## config.mk

```make
export PLATFORM = sky130hd
export DESIGN_NAME = quad_step_decoder_flat
export DESIGN_NICKNAME = d
export VERILOG_FILES = /design/src/rtl/quad_pkg.sv /design/src/rtl/quad_step_decoder_if.sv /design/src/rtl/quad_glitch_filter.sv /design/src/rtl/quad_step_decoder.sv /design/src/flat_wrapper.sv
export SDC_FILE = /design/constraint.sdc
export NUM_CORES = 1
export LEC_CHECK = 0
export BUFFER_PORTS_ARGS = -buffer_cell sky130_fd_sc_hd__buf_2
export CORE_MARGIN = 2
export CORE_UTILIZATION = 55
export DETAILED_ROUTE_END_ITERATION = 10
export PLACE_DENSITY = 0.77
export SETUP_SLACK_MARGIN = 0.3
export SYNTH_ARGS = -nofsm -noshare
export SYNTH_HDL_FRONTEND = slang
export SYNTH_SLANG_ARGS = --single-unit
```

## constraint.sdc

```tcl
create_clock -name clk -period 3.2 [get_ports clk]
set_input_delay 0.32 -clock clk [delete_from_list [all_inputs] [get_ports clk]]
set_output_delay 0.32 -clock clk [all_outputs]
set_load 0.005 [all_outputs]
```

## src/rtl/quad_pkg.sv

```systemverilog
// Shared types and helpers for the quadrature step decoder: FSM states, phase encoding
// and the forward Gray-code successor.
package quad_pkg;

  typedef enum logic [0:0] {StInit, StTrack} state_e;

  typedef logic [1:0] phase_t;

  localparam phase_t PH_00 = 2'b00;
  localparam phase_t PH_01 = 2'b01;
  localparam phase_t PH_11 = 2'b11;
  localparam phase_t PH_10 = 2'b10;

  // Forward rotation is 00 -> 01 -> 11 -> 10 -> 00.
  function automatic phase_t next_fwd(input phase_t ph);
    phase_t nxt;
    unique case (ph)
      PH_00:   nxt = PH_01;
      PH_01:   nxt = PH_11;
      PH_11:   nxt = PH_10;
      default: nxt = PH_00;
    endcase
    return nxt;
  endfunction

endpackage

```

## src/rtl/quad_step_decoder_if.sv

```systemverilog
// Encoder inputs, decoder controls and step/error outputs of the quadrature decoder.
interface quad_step_decoder_if #(
  parameter int unsigned ERR_W = 8
) ();
  logic             enc_a;
  logic             enc_b;
  logic             dec_en;
  logic             clr_err;
  logic             ready;
  logic             step_en;
  logic             step_up;
  logic             err;
  logic [ERR_W-1:0] err_cnt;

  modport master (
    output enc_a, enc_b, dec_en, clr_err,
    input  ready, step_en, step_up, err, err_cnt
  );

  modport slave (
    input  enc_a, enc_b, dec_en, clr_err,
    output ready, step_en, step_up, err, err_cnt
  );
endinterface

```

## src/rtl/quad_glitch_filter.sv

```systemverilog
// Synchroniser plus run-length stability filter for one encoder channel; the filtered
// level follows the sample only after FILT_LEN identical consecutive samples.
module quad_glitch_filter #(
  parameter int unsigned SYNC_STAGES = 2,
  parameter int unsigned FILT_LEN    = 4
) (
  input  logic clk_i,
  input  logic rst_i,
  input  logic raw_i,
  output logic level_o,
  output logic level_next_o,
  output logic settled_o
);
  localparam int unsigned CntW = $clog2(FILT_LEN + 1);
  localparam logic [CntW-1:0] CntMax = CntW'(FILT_LEN);

  logic [SYNC_STAGES-1:0] sync_q, sync_d;
  logic [SYNC_STAGES-1:0] vld_q, vld_d;
  logic                   last_q, last_d;
  logic [CntW-1:0]        run_q, run_d;
  logic                   level_q, level_d;
  logic                   smp, smp_vld;

  always_comb begin
    sync_d  = {sync_q[SYNC_STAGES-2:0], raw_i};
    // Samples are ignored until the synchroniser has been refilled after reset.
    vld_d   = {vld_q[SYNC_STAGES-2:0], 1'b1};
    smp     = sync_q[SYNC_STAGES-1];
    smp_vld = vld_q[SYNC_STAGES-1];
    last_d  = smp;
    run_d   = run_q;
    if (!smp_vld) begin
      run_d = '0;
    end else if (smp != last_q) begin
      run_d = CntW'(1);
    end else if (run_q != CntMax) begin
      run_d = run_q + 1'b1;
    end
    level_d = (run_d == CntMax) ? smp : level_q;
  end

  always_ff @(posedge clk_i) begin
    if (rst_i) begin
      sync_q  <= '0;
      vld_q   <= '0;
      last_q  <= 1'b0;
      run_q   <= '0;
      level_q <= 1'b0;
    end else begin
      sync_q  <= sync_d;
      vld_q   <= vld_d;
      last_q  <= last_d;
      run_q   <= run_d;
      level_q <= level_d;
    end
  end

  assign level_o      = level_q;
  assign level_next_o = level_d;
  assign settled_o    = (run_d == CntMax);

endmodule

```

## src/rtl/quad_step_decoder.sv

```systemverilog
// Quadrature decoder: filters A/B, decodes Gray-code phase steps into registered step
// pulses with direction, and flags/counts double-bit (illegal) transitions.
module quad_step_decoder
  import quad_pkg::*;
#(
  parameter int unsigned SYNC_STAGES = 2,
  parameter int unsigned FILT_LEN    = 4,
  parameter int unsigned ERR_W       = 8
) (
  input  logic                clk,
  input  logic                rst,
  quad_step_decoder_if.slave  bus_io
);
  logic       lvl_a, lvl_b, lvl_a_nxt, lvl_b_nxt, settled_a, settled_b;
  phase_t     phase, phase_nxt, moved;
  state_e     state_q, state_d;
  phase_t     prev_q, prev_d;
  logic       step_en_q, step_en_d;
  logic       step_up_q, step_up_d;
  logic       err_q, err_d;
  logic [ERR_W-1:0] err_cnt_q, err_cnt_d;

  quad_glitch_filter #(
    .SYNC_STAGES(SYNC_STAGES),
    .FILT_LEN   (FILT_LEN)
  ) u_filt_a (
    .clk_i       (clk),
    .rst_i       (rst),
    .raw_i       (bus_io.enc_a),
    .level_o     (lvl_a),
    .level_next_o(lvl_a_nxt),
    .settled_o   (settled_a)
  );

  quad_glitch_filter #(
    .SYNC_STAGES(SYNC_STAGES),
    .FILT_LEN   (FILT_LEN)
  ) u_filt_b (
    .clk_i       (clk),
    .rst_i       (rst),
    .raw_i       (bus_io.enc_b),
    .level_o     (lvl_b),
    .level_next_o(lvl_b_nxt),
    .settled_o   (settled_b)
  );

  assign phase     = {lvl_a, lvl_b};
  assign phase_nxt = {lvl_a_nxt, lvl_b_nxt};
  assign moved     = phase ^ prev_q;

  always_comb begin
    state_d   = state_q;
    prev_d    = prev_q;
    step_en_d = 1'b0;
    step_up_d = step_up_q;
    err_d     = 1'b0;
    unique case (state_q)
      StInit: begin
        // Capture the level being committed this cycle so TRACK starts without a step.
        if (settled_a && settled_b) begin
          state_d = StTrack;
          prev_d  = phase_nxt;
        end
      end
      StTrack: begin
        prev_d = phase;
        if (moved == 2'b11) begin
          err_d = 1'b1;
        end else if (moved != 2'b00) begin
          step_en_d = bus_io.dec_en;
          if (bus_io.dec_en) begin
            step_up_d = (phase == next_fwd(prev_q));
          end
        end
      end
      default: state_d = StInit;
    endcase

    err_cnt_d = err_cnt_q;
    if (bus_io.clr_err) begin
      err_cnt_d = ERR_W'(err_d);
    end else if (err_d && (err_cnt_q != '1)) begin
      err_cnt_d = err_cnt_q + 1'b1;
    end
  end

  always_ff @(posedge clk) begin
    if (rst) begin
      state_q   <= StInit;
      prev_q    <= PH_00;
      step_en_q <= 1'b0;
      step_up_q <= 1'b0;
      err_q     <= 1'b0;
      err_cnt_q <= '0;
    end else begin
      state_q   <= state_d;
      prev_q    <= prev_d;
      step_en_q <= step_en_d;
      step_up_q <= step_up_d;
      err_q     <= err_d;
      err_cnt_q <= err_cnt_d;
    end
  end

  assign bus_io.ready   = (state_q == StTrack);
  assign bus_io.step_en = step_en_q;
  assign bus_io.step_up = step_up_q;
  assign bus_io.err     = err_q;
  assign bus_io.err_cnt = err_cnt_q;

endmodule
```

## src/flat_wrapper.sv

```systemverilog
// flat-port wrapper written by rule: the top's interface ports become plain ports
module quad_step_decoder_flat import quad_pkg::*;
#(
  parameter int unsigned SYNC_STAGES = 2,
  parameter int unsigned FILT_LEN    = 4,
  parameter int unsigned ERR_W       = 8
)
  (clk, rst, bus_io_enc_a, bus_io_enc_b, bus_io_dec_en, bus_io_clr_err, bus_io_ready, bus_io_step_en, bus_io_step_up, bus_io_err, bus_io_err_cnt);
  quad_step_decoder_if #(.ERR_W(ERR_W)) bus_io_i ();
  input  logic clk;
  input  logic rst;
  input wire logic [$bits(bus_io_i.enc_a)-1:0] bus_io_enc_a;
  input wire logic [$bits(bus_io_i.enc_b)-1:0] bus_io_enc_b;
  input wire logic [$bits(bus_io_i.dec_en)-1:0] bus_io_dec_en;
  input wire logic [$bits(bus_io_i.clr_err)-1:0] bus_io_clr_err;
  output wire logic [$bits(bus_io_i.ready)-1:0] bus_io_ready;
  output wire logic [$bits(bus_io_i.step_en)-1:0] bus_io_step_en;
  output wire logic [$bits(bus_io_i.step_up)-1:0] bus_io_step_up;
  output wire logic [$bits(bus_io_i.err)-1:0] bus_io_err;
  output wire logic [$bits(bus_io_i.err_cnt)-1:0] bus_io_err_cnt;
  assign bus_io_i.enc_a = bus_io_enc_a;
  assign bus_io_i.enc_b = bus_io_enc_b;
  assign bus_io_i.dec_en = bus_io_dec_en;
  assign bus_io_i.clr_err = bus_io_clr_err;
  assign bus_io_ready = bus_io_i.ready;
  assign bus_io_step_en = bus_io_i.step_en;
  assign bus_io_step_up = bus_io_i.step_up;
  assign bus_io_err = bus_io_i.err;
  assign bus_io_err_cnt = bus_io_i.err_cnt;
  quad_step_decoder #(.SYNC_STAGES(SYNC_STAGES), .FILT_LEN(FILT_LEN), .ERR_W(ERR_W)) u_core (.clk(clk), .rst(rst), .bus_io(bus_io_i));
endmodule
```

==> summary.txt, run 1 <==
Run status
  • Outcome: finished, final reports clean

Setup path
  • Req. time, crit path: 3.45 ns
  • Critical Path End Type: flip-flop
  • Crit path kind: reg -> reg
  • CP Cell Sequence: ha_1 -> nand3_1 -> o2111ai_1 -> xnor2_1 -> nor2_1 -> a211oi_1
  • Slowest Stage Delay on Critical Path: 0.65 ns
  • CP delay by family, top: compound AO/OA/AOI/OAI gates
  • Buf/Inv on CP: 0
  • Max Fanout on Critical Path: 11
  • Arr. time, crit path: 2.15 ns
  • Slowest stage cell, crit path: o2111ai_1
  • Worst Setup Start Kind: flip-flop

Power and ir drop
  • VDD IR-drop max: 408.5 uV
  • PD cells: 478.8 mW/mm^2
  • P_leak: 0.6068 nW

Layout
  • Final net count: 166
  • ANT cells: 0
  • Fill cell count: 200
  • Synth-to-Final Area Change: 14.74%
  • Multi-input gate area: 598.1 um^2
  • Share of cells above drive strength 1: 18.59%
  • Sequential cell area: 600.6 um^2
  • Fin util: 65.97%

Clock network
  • Setup Buffers After CTS: 0
  • CTS max path bufs: 2
  • CTS Hold Bufs: 0
  • Clock Latency Late Sink: 0.33 ns
  • CTS tree: done
  • Root Buffer: clkbuf_4
  • Sink Count: 30
  • Num CTS Buffers: 5
  • Reg clk slew, reported paths: 0.09 ns
  • PostCTS Resize Cnt: 0
  • CTS H-tree lvls: 2

Drt
  • Post-detailed-route count of antenna-violating nets: 0
  • Residual DRC: 0
  • Final WL: 2157 um
  • WL/cell: 11.72 um
  • Routed via count: 995
  • Vias per cell: 5.408
  • Router iterations before antenna repair: 4
  • Drt first-iter violations: 15

Logic synthesis
  • Largest area contributor in the netlist: dfxtp_1
  • Cell Area, Synth: 0.001247 mm^2
  • Yosys reg bits: 30
  • Synth async-reset ratio: 0%
  • Xor/xnor share of the synthesized area: 7.723%
  • Mux share of post-synthesis cell area: 3.210%
  • Post-Syn Instances: 134
  • Avg Inst Size Synth: 9.309 um^2
  • Top cell type's share of synthesized area: 48.14%
  • Post-synth EDFFs: 0
  • Count of different cell masters after synthesis: 24
  • Compound-cell area share of the yosys netlist: 11.13%
  • Synth top cells by count: dfxtp_1 (30), nor2_1 (12), inv_1 (9)
  • Yosys synthesis warning count: 0
  • Main combinational cell family by area after synthesis: simple AND/OR/NAND/NOR gates
  • Synth area leaders: dfxtp_1 (48%), ha_1 (5.0%), xnor2_1 (4.2%)
  • Most frequent cell after synthesis: dfxtp_1
  • Syn Nets: 145
  • Synth Area in Simple Gates: 20.86%
  • Seq/Total Area, Yosys: 48.14%
  • Top FF cell, synth: dfxtp_1
  • Synthesized-area fraction occupied by adder cells: 5.015%

Die
  • Die height: 51.63 um
  • Initial Utilization: 57.50%
  • # IOs: 18
  • Die X: 51.63 um
  • FP Rows: 17
  • CORE AREA: 0.002170 mm^2
  • DIE AREA: 0.002665 mm^2

Timing
  • Slew HR: 48.26%
  • Hold WS: 0.1902 ns
  • FMAX: 527.7 MHz
  • RSZ-0062 raised after global routing: false
  • Final min period: 1.895 ns
  • Post-route clock period utilization: 59.22%
  • Least-Margin Pin Slew: 0.7753 ns
  • Hold Fails Final Rpt: 0
  • Final Max Slew Viols: 0
  • Clock skew: 0.007626 ns
  • Setup tns final: 0 ns
  • # setup viols final: 0

Place
  • Placer Congestion: 0.7816
  • Post-DP HPWL: 1571 um
  • Buffers on Ports: 17

GRT
  • All-Layer GR Usage: 19.58%
  • Vias in the first global route: 912
  • First-pass GRT wire length: 3781 um
  • Largest net degree at the start of global routing: 19
  • Initial antenna violation count: 0
  • Total gr overflow: 0

Min path
  • Worst hold path type: in -> reg

Run
  • Max_cap viols: 0
[worst register-to-register path, stage by stage (launching register included)]
cell	delay (ns)
dfxtp_1	0.39
ha_1	0.24
nand3_1	0.09
o2111ai_1	0.65
xnor2_1	0.20
nor2_1	0.06
a211oi_1	0.19
[final timing paths]
| check | endpoint | from | slack (ns) | cells after the start |
|---|---|---|---|---|
| worst max-delay path | u_core.bus_io.err_cnt[0]$_SDFFE_PP0P_ | u_core.bus_io.err_cnt[0]$_SDFFE_PP0P_ | 1.30 | 6 |
| worst min register to register | u_core.u_filt_b.sync_q[1]$_SDFF_PP0_ | u_core.u_filt_b.sync_q[0]$_SDFF_PP0_ | 0.45 | 1 |
| worst max register to register | u_core.bus_io.err_cnt[0]$_SDFFE_PP0P_ | u_core.bus_io.err_cnt[0]$_SDFFE_PP0P_ | 1.30 | 6 |
| worst min-delay path | u_core.bus_io.err_cnt[0]$_SDFFE_PP0P_ | bus_io_clr_err | 0.19 | 2 |
[metal layers]
layer  vias up  GRT usage [%]  wire (um)
met3         6          8.333        129
met1       468          22.63        955
met5         -              0          0
li1        502              -          -
met2        19          30.98       1036
met4         0          9.649         36
[flip-flops by register name (all words and copies together) (netlist names)]
| name | cells |
|---|---|
| u_core.u_filt_a.level_o | 1 |
| u_core.u_filt_a.sync_q | 2 |
| u_core.bus_io.err | 1 |
| u_core.u_filt_a.run_q | 3 |
| u_core.u_filt_b.last_q | 1 |
| u_core.prev_q | 2 |
| u_core.u_filt_b.run_q | 3 |
| u_core.bus_io.ready | 1 |
| u_core.u_filt_a.vld_q | 1 |
| u_core.bus_io.step_en | 1 |
| u_core.bus_io.step_up | 1 |
| u_core.u_filt_b.vld_q | 1 |
| u_core.u_filt_b.sync_q | 2 |
| u_core.bus_io.err_cnt | 8 |
| u_core.u_filt_a.last_q | 1 |
| u_core.u_filt_b.level_o | 1 |
[cell type report]
cell class,instances,area share (%)
Clock buffer,8,5.507
Sequential cell,30,41.96
Inverter,9,2.360
Multi-Input combinational cell,92,41.78
Tap cell,28,2.448
Timing Repair Buffer,17,5.944
[placed cells by master (no fill, tap or decap), types with 2 or more instances in the layout]
cell and instances:
a21bo_2 2, clkbuf_4 5, or3_1 3, nand3b_1 4, dfxtp_1 30, xor2_1 5, o2111a_1 2, a21oi_1 8
inv_1 9, nand3_1 7, a211oi_1 3, mux2i_1 4, clkbuf_8 3, buf_2 17, nor2_1 12, xnor2_1 6
ha_1 5, nand4_1 2, nor2b_1 7, o21ai_0 5, nand2_1 7, nor3_1 7
[through the flow]
| stage | cells | instance area, um^2 | total power [mW] | setup slack, ns |
|---|---|---|---|---|
| detailed placement | 176 | 1353 | 0.4158 | 1.324 |
| global route | 184 | 1431 | 0.7148 | 1.127 |
| finish | 184 | 1431 | 0.6854 | 1.305 |
| CTS | 184 | 1431 | 0.6918 | 1.302 |
| global placement | 176 | 1353 | 0.4143 | 1.334 |
| floorplan | 134 | 1247 | 0.4072 | 1.566 |
[logic make-up after synthesis]
family	after synthesis
buffers and inverters	12
adders and majority gates	5
and+or+nand+nor	51
muxes	4
DFF	30
xor gates and xnor gates	11
AOI/OAI and AO/OA	21
[power by group]
| part | total, mW | switching (mW) | internal, mW |
|---|---|---|---|
| clock network | 0.279 | 0.129 | 0.150 |
| logic | 0.0235 | 0.0131 | 0.0105 |
| registers | 0.383 | 0.00402 | 0.379 |
| total | 0.685 | 0.146 | 0.540 |
(Power assumes the default switching activity.)
==> run 2: changes to the inputs <==
- CORE_UTILIZATION: 55 -> 54
- PLACE_DENSITY: 0.77 -> 0.76
- clock period: 3.2 -> 1.8 ns (I/O delays scaled with it)
==> summary.txt, run 2 (synthesis gave the netlist of run 1 again) <==
Place
  • Buffers on Ports: 17 (unchanged)
  • Post-DP HPWL: 1625 um (was 1571 um)
  • Placer Congestion: 0.8004 (was 0.7816)
  • Post-Place Cells: 177 (was 176)

Layout
  • Largest register FFs: 8 (unchanged)
  • ANT cells: 0 (unchanged)
  • Multi-input gate area: 701.9 um^2 (was 598.1 um^2)
  • Sequential cell area: 618.1 um^2 (was 600.6 um^2)
  • Most frequent cells in the layout: dfxtp_1 (20), buf_2 (18), nor2_1 (12) (was dfxtp_1 (30), buf_2 (17), nor2_1 (12))
  • Fill cell count: 160 (was 200)
  • Synth-to-Final Area Change: 28.39% (was 14.74%)
  • Finished Layout Cells: 192 (was 184)
  • Share of cells above drive strength 1: 38.41% (was 18.59%)
  • Final net count: 176 (was 166)
  • Commonest non-fill, non-tap cell in the layout: dfxtp_1 (unchanged)

Run status
  • Outcome: finished, final reports clean (unchanged)

Clock network
  • CTS H-tree lvls: 2 (unchanged)
  • Sink Count: 30 (unchanged)
  • CTS Hold Bufs: 0 (unchanged)
  • Clock Latency Late Sink: 0.31 ns (was 0.33 ns)
  • Root Buffer: clkbuf_4 (unchanged)
  • CTS max path bufs: 2 (unchanged)
  • Reg clk slew, reported paths: 0.09 ns (about the same)
  • Num CTS Buffers: 5 (unchanged)
  • CTS tree: done (unchanged)

Setup path
  • Slowest stage cell, crit path: dfxtp_4 (was o2111ai_1)
  • Crit path kind: reg -> reg (unchanged)
  • Max Fanout on Critical Path: 4 (was 11)
  • Slowest Stage Delay on Critical Path: 0.37 ns (was 0.65 ns)
  • Critical Path End Type: flip-flop (unchanged)
  • Worst Setup Start Kind: flip-flop (unchanged)
  • Req. time, crit path: 2.02 ns (was 3.45 ns)
  • CP Cell Sequence: inv_2 -> ha_4 -> a21bo_4 -> a21oi_4 -> nand4_1 -> mux2i_1 -> a211oi_1 (was ha_1 -> nand3_1 -> o2111ai_1 -> xnor2_1 -> nor2_1 -> a211oi_1)
  • CP delay by family, top: compound AO/OA/AOI/OAI gates (unchanged)
  • Buf/Inv on CP: 1 (was 0)
  • Arr. time, crit path: 1.87 ns (was 2.15 ns)

GRT
  • Total gr overflow: 0 (unchanged)
  • All-Layer GR Usage: 20.94% (was 19.58%)
  • Largest net degree at the start of global routing: 19 (unchanged)
  • Initial antenna violation count: 0 (unchanged)
  • First-pass GRT wire length: 4098 um (was 3781 um)
  • Vias in the first global route: 956 (was 912)

Timing
  • Final min period: 1.645 ns (was 1.895 ns)
  • Least-Margin Pin Slew: 0.2994 ns (was 0.7753 ns)
  • Post-route clock period utilization: 91.39% (was 59.22%)
  • # setup viols final: 0 (unchanged)
  • Slew HR: 80.04% (was 48.26%)
  • Final Max Slew Viols: 0 (unchanged)
  • Hold Fails Final Rpt: 0 (unchanged)
  • Setup tns final: 0 ns (unchanged)
  • FMAX: 607.9 MHz (was 527.7 MHz)
  • Clock skew: 0.008145 ns (was 0.007626 ns)
  • RSZ-0062 raised after global routing: true (was false)

Die
  • FP Rows: 17 (unchanged)
  • Die height: 52.07 um (was 51.63 um)
  • Initial Utilization: 56.94% (was 57.50%)
  • Die X: 52.07 um (was 51.63 um)
  • DIE AREA: 0.002711 mm^2 (was 0.002665 mm^2)
  • CORE AREA: 0.002191 mm^2 (was 0.002170 mm^2)
  • # IOs: 18 (unchanged)

Drt
  • Residual DRC: 0 (unchanged)
  • WL/cell: 13.80 um (was 11.72 um)
  • Drt first-iter violations: 26 (was 15)
  • Final WL: 2649 um (was 2157 um)
  • Vias per cell: 5.500 (was 5.408)
  • Post-detailed-route count of antenna-violating nets: 0 (unchanged)
  • Routed via count: 1056 (was 995)
  • Router iterations before antenna repair: 5 (was 4)

Power and ir drop
  • PD cells: 704.2 mW/mm^2 (was 478.8 mW/mm^2)
  • VDD IR-drop max: 622.8 uV (was 408.5 uV)
  • P_leak: 0.6472 nW (was 0.6068 nW)
  • Total power: 1.128 mW (was 685.4 uW)

Run
  • Max_cap viols: 0 (unchanged)

Min path
  • Worst hold path type: in -> reg (unchanged)
-- run 2: changes by cell type in the layout (fill, tap and decap cells not counted), moves of 4 or more --
cell	change
dfxtp_1	-10
dfxtp_2	+8
ha_1	-4
buf_4	+8
-- run 2: per-layer routing --
metal / part of all wire (%) / vias up / global-route usage (%)
met5: 0 / - / 0
met4: 2.1 / 0 / 11.40
met3: 3.9 / 10 / 6.609
met2: 51 / 32 / 33.76
met1: 43 / 495 / 24.50
li1: - / 519 / -
-- run 2: layout make-up --
| cell class | instances | share of cell area [%] |
|---|---|---|
| multi-input combinational | 92 | 43.83 |
| sequential | 30 | 38.59 |
| timing repair buffer | 27 | 10.08 |
| clock buffer | 6 | 3.203 |
| tap | 28 | 2.187 |
| inverter | 9 | 2.109 |
-- run 2: path summary, 6_finish.rpt --
path,cells past startpoint,slack [ns],start,to
hold / removal,2,0.06,bus_io_clr_err,u_core.bus_io.err_cnt[0]$_SDFFE_PP0P_
hold reg to reg,1,0.45,u_core.u_filt_b.sync_q[0]$_SDFF_PP0_,u_core.u_filt_b.sync_q[1]$_SDFF_PP0_
setup reg to reg,7,0.15,u_core.u_filt_a.run_q[0]$_SDFF_PP0_,u_core.prev_q[0]$_SDFFE_PP0P_
setup / recovery,7,0.15,u_core.u_filt_a.run_q[0]$_SDFF_PP0_,u_core.prev_q[0]$_SDFFE_PP0P_
-- run 2: what timing repair did --
action | CTS | global route
setup endpoints to repair | 8 | 13
cloned | 0 | 1
resized for setup | 10 | 21
pin swaps | 6 | 11
setup buffers | 4 | 4
hold endpoints to repair | 0 | 0
-- run 2: report_power, final --
part | total [mW] | internal, mW | switching, mW
Clock | 0.385 | 0.176 | 0.209
Combinational | 0.0599 | 0.0305 | 0.0294
Sequential | 0.683 | 0.673 | 0.00997
-- run 2: metrics by stage --
step | instance area [um^2] | hold WS, ns | utilization [%] | setup slack, ns
6_report | 1602 | 0.06205 | 73.10 | 0.1550
5_1_grt | 1602 | 0.05398 | 73.10 | 0.05504
4_1_cts | 1481 | 0.03786 | 67.62 | 0.2092
3_5_place_dp | 1371 | 0.3895 | 62.59 | 0.1207
3_3_place_gp | 1371 | 0.3888 | 62.59 | 0.1965
2_1_floorplan | 1259 | 0.2516 | - | 0.3076
-- run 2: worst reg2reg max path: stages (launching register included) --
cell and delay (ns):
dfxtp_4 0.37, inv_2 0.05, ha_4 0.16, a21bo_4 0.21, a21oi_4 0.14, nand4_1 0.20, mux2i_1 0.19, a211oi_1 0.23
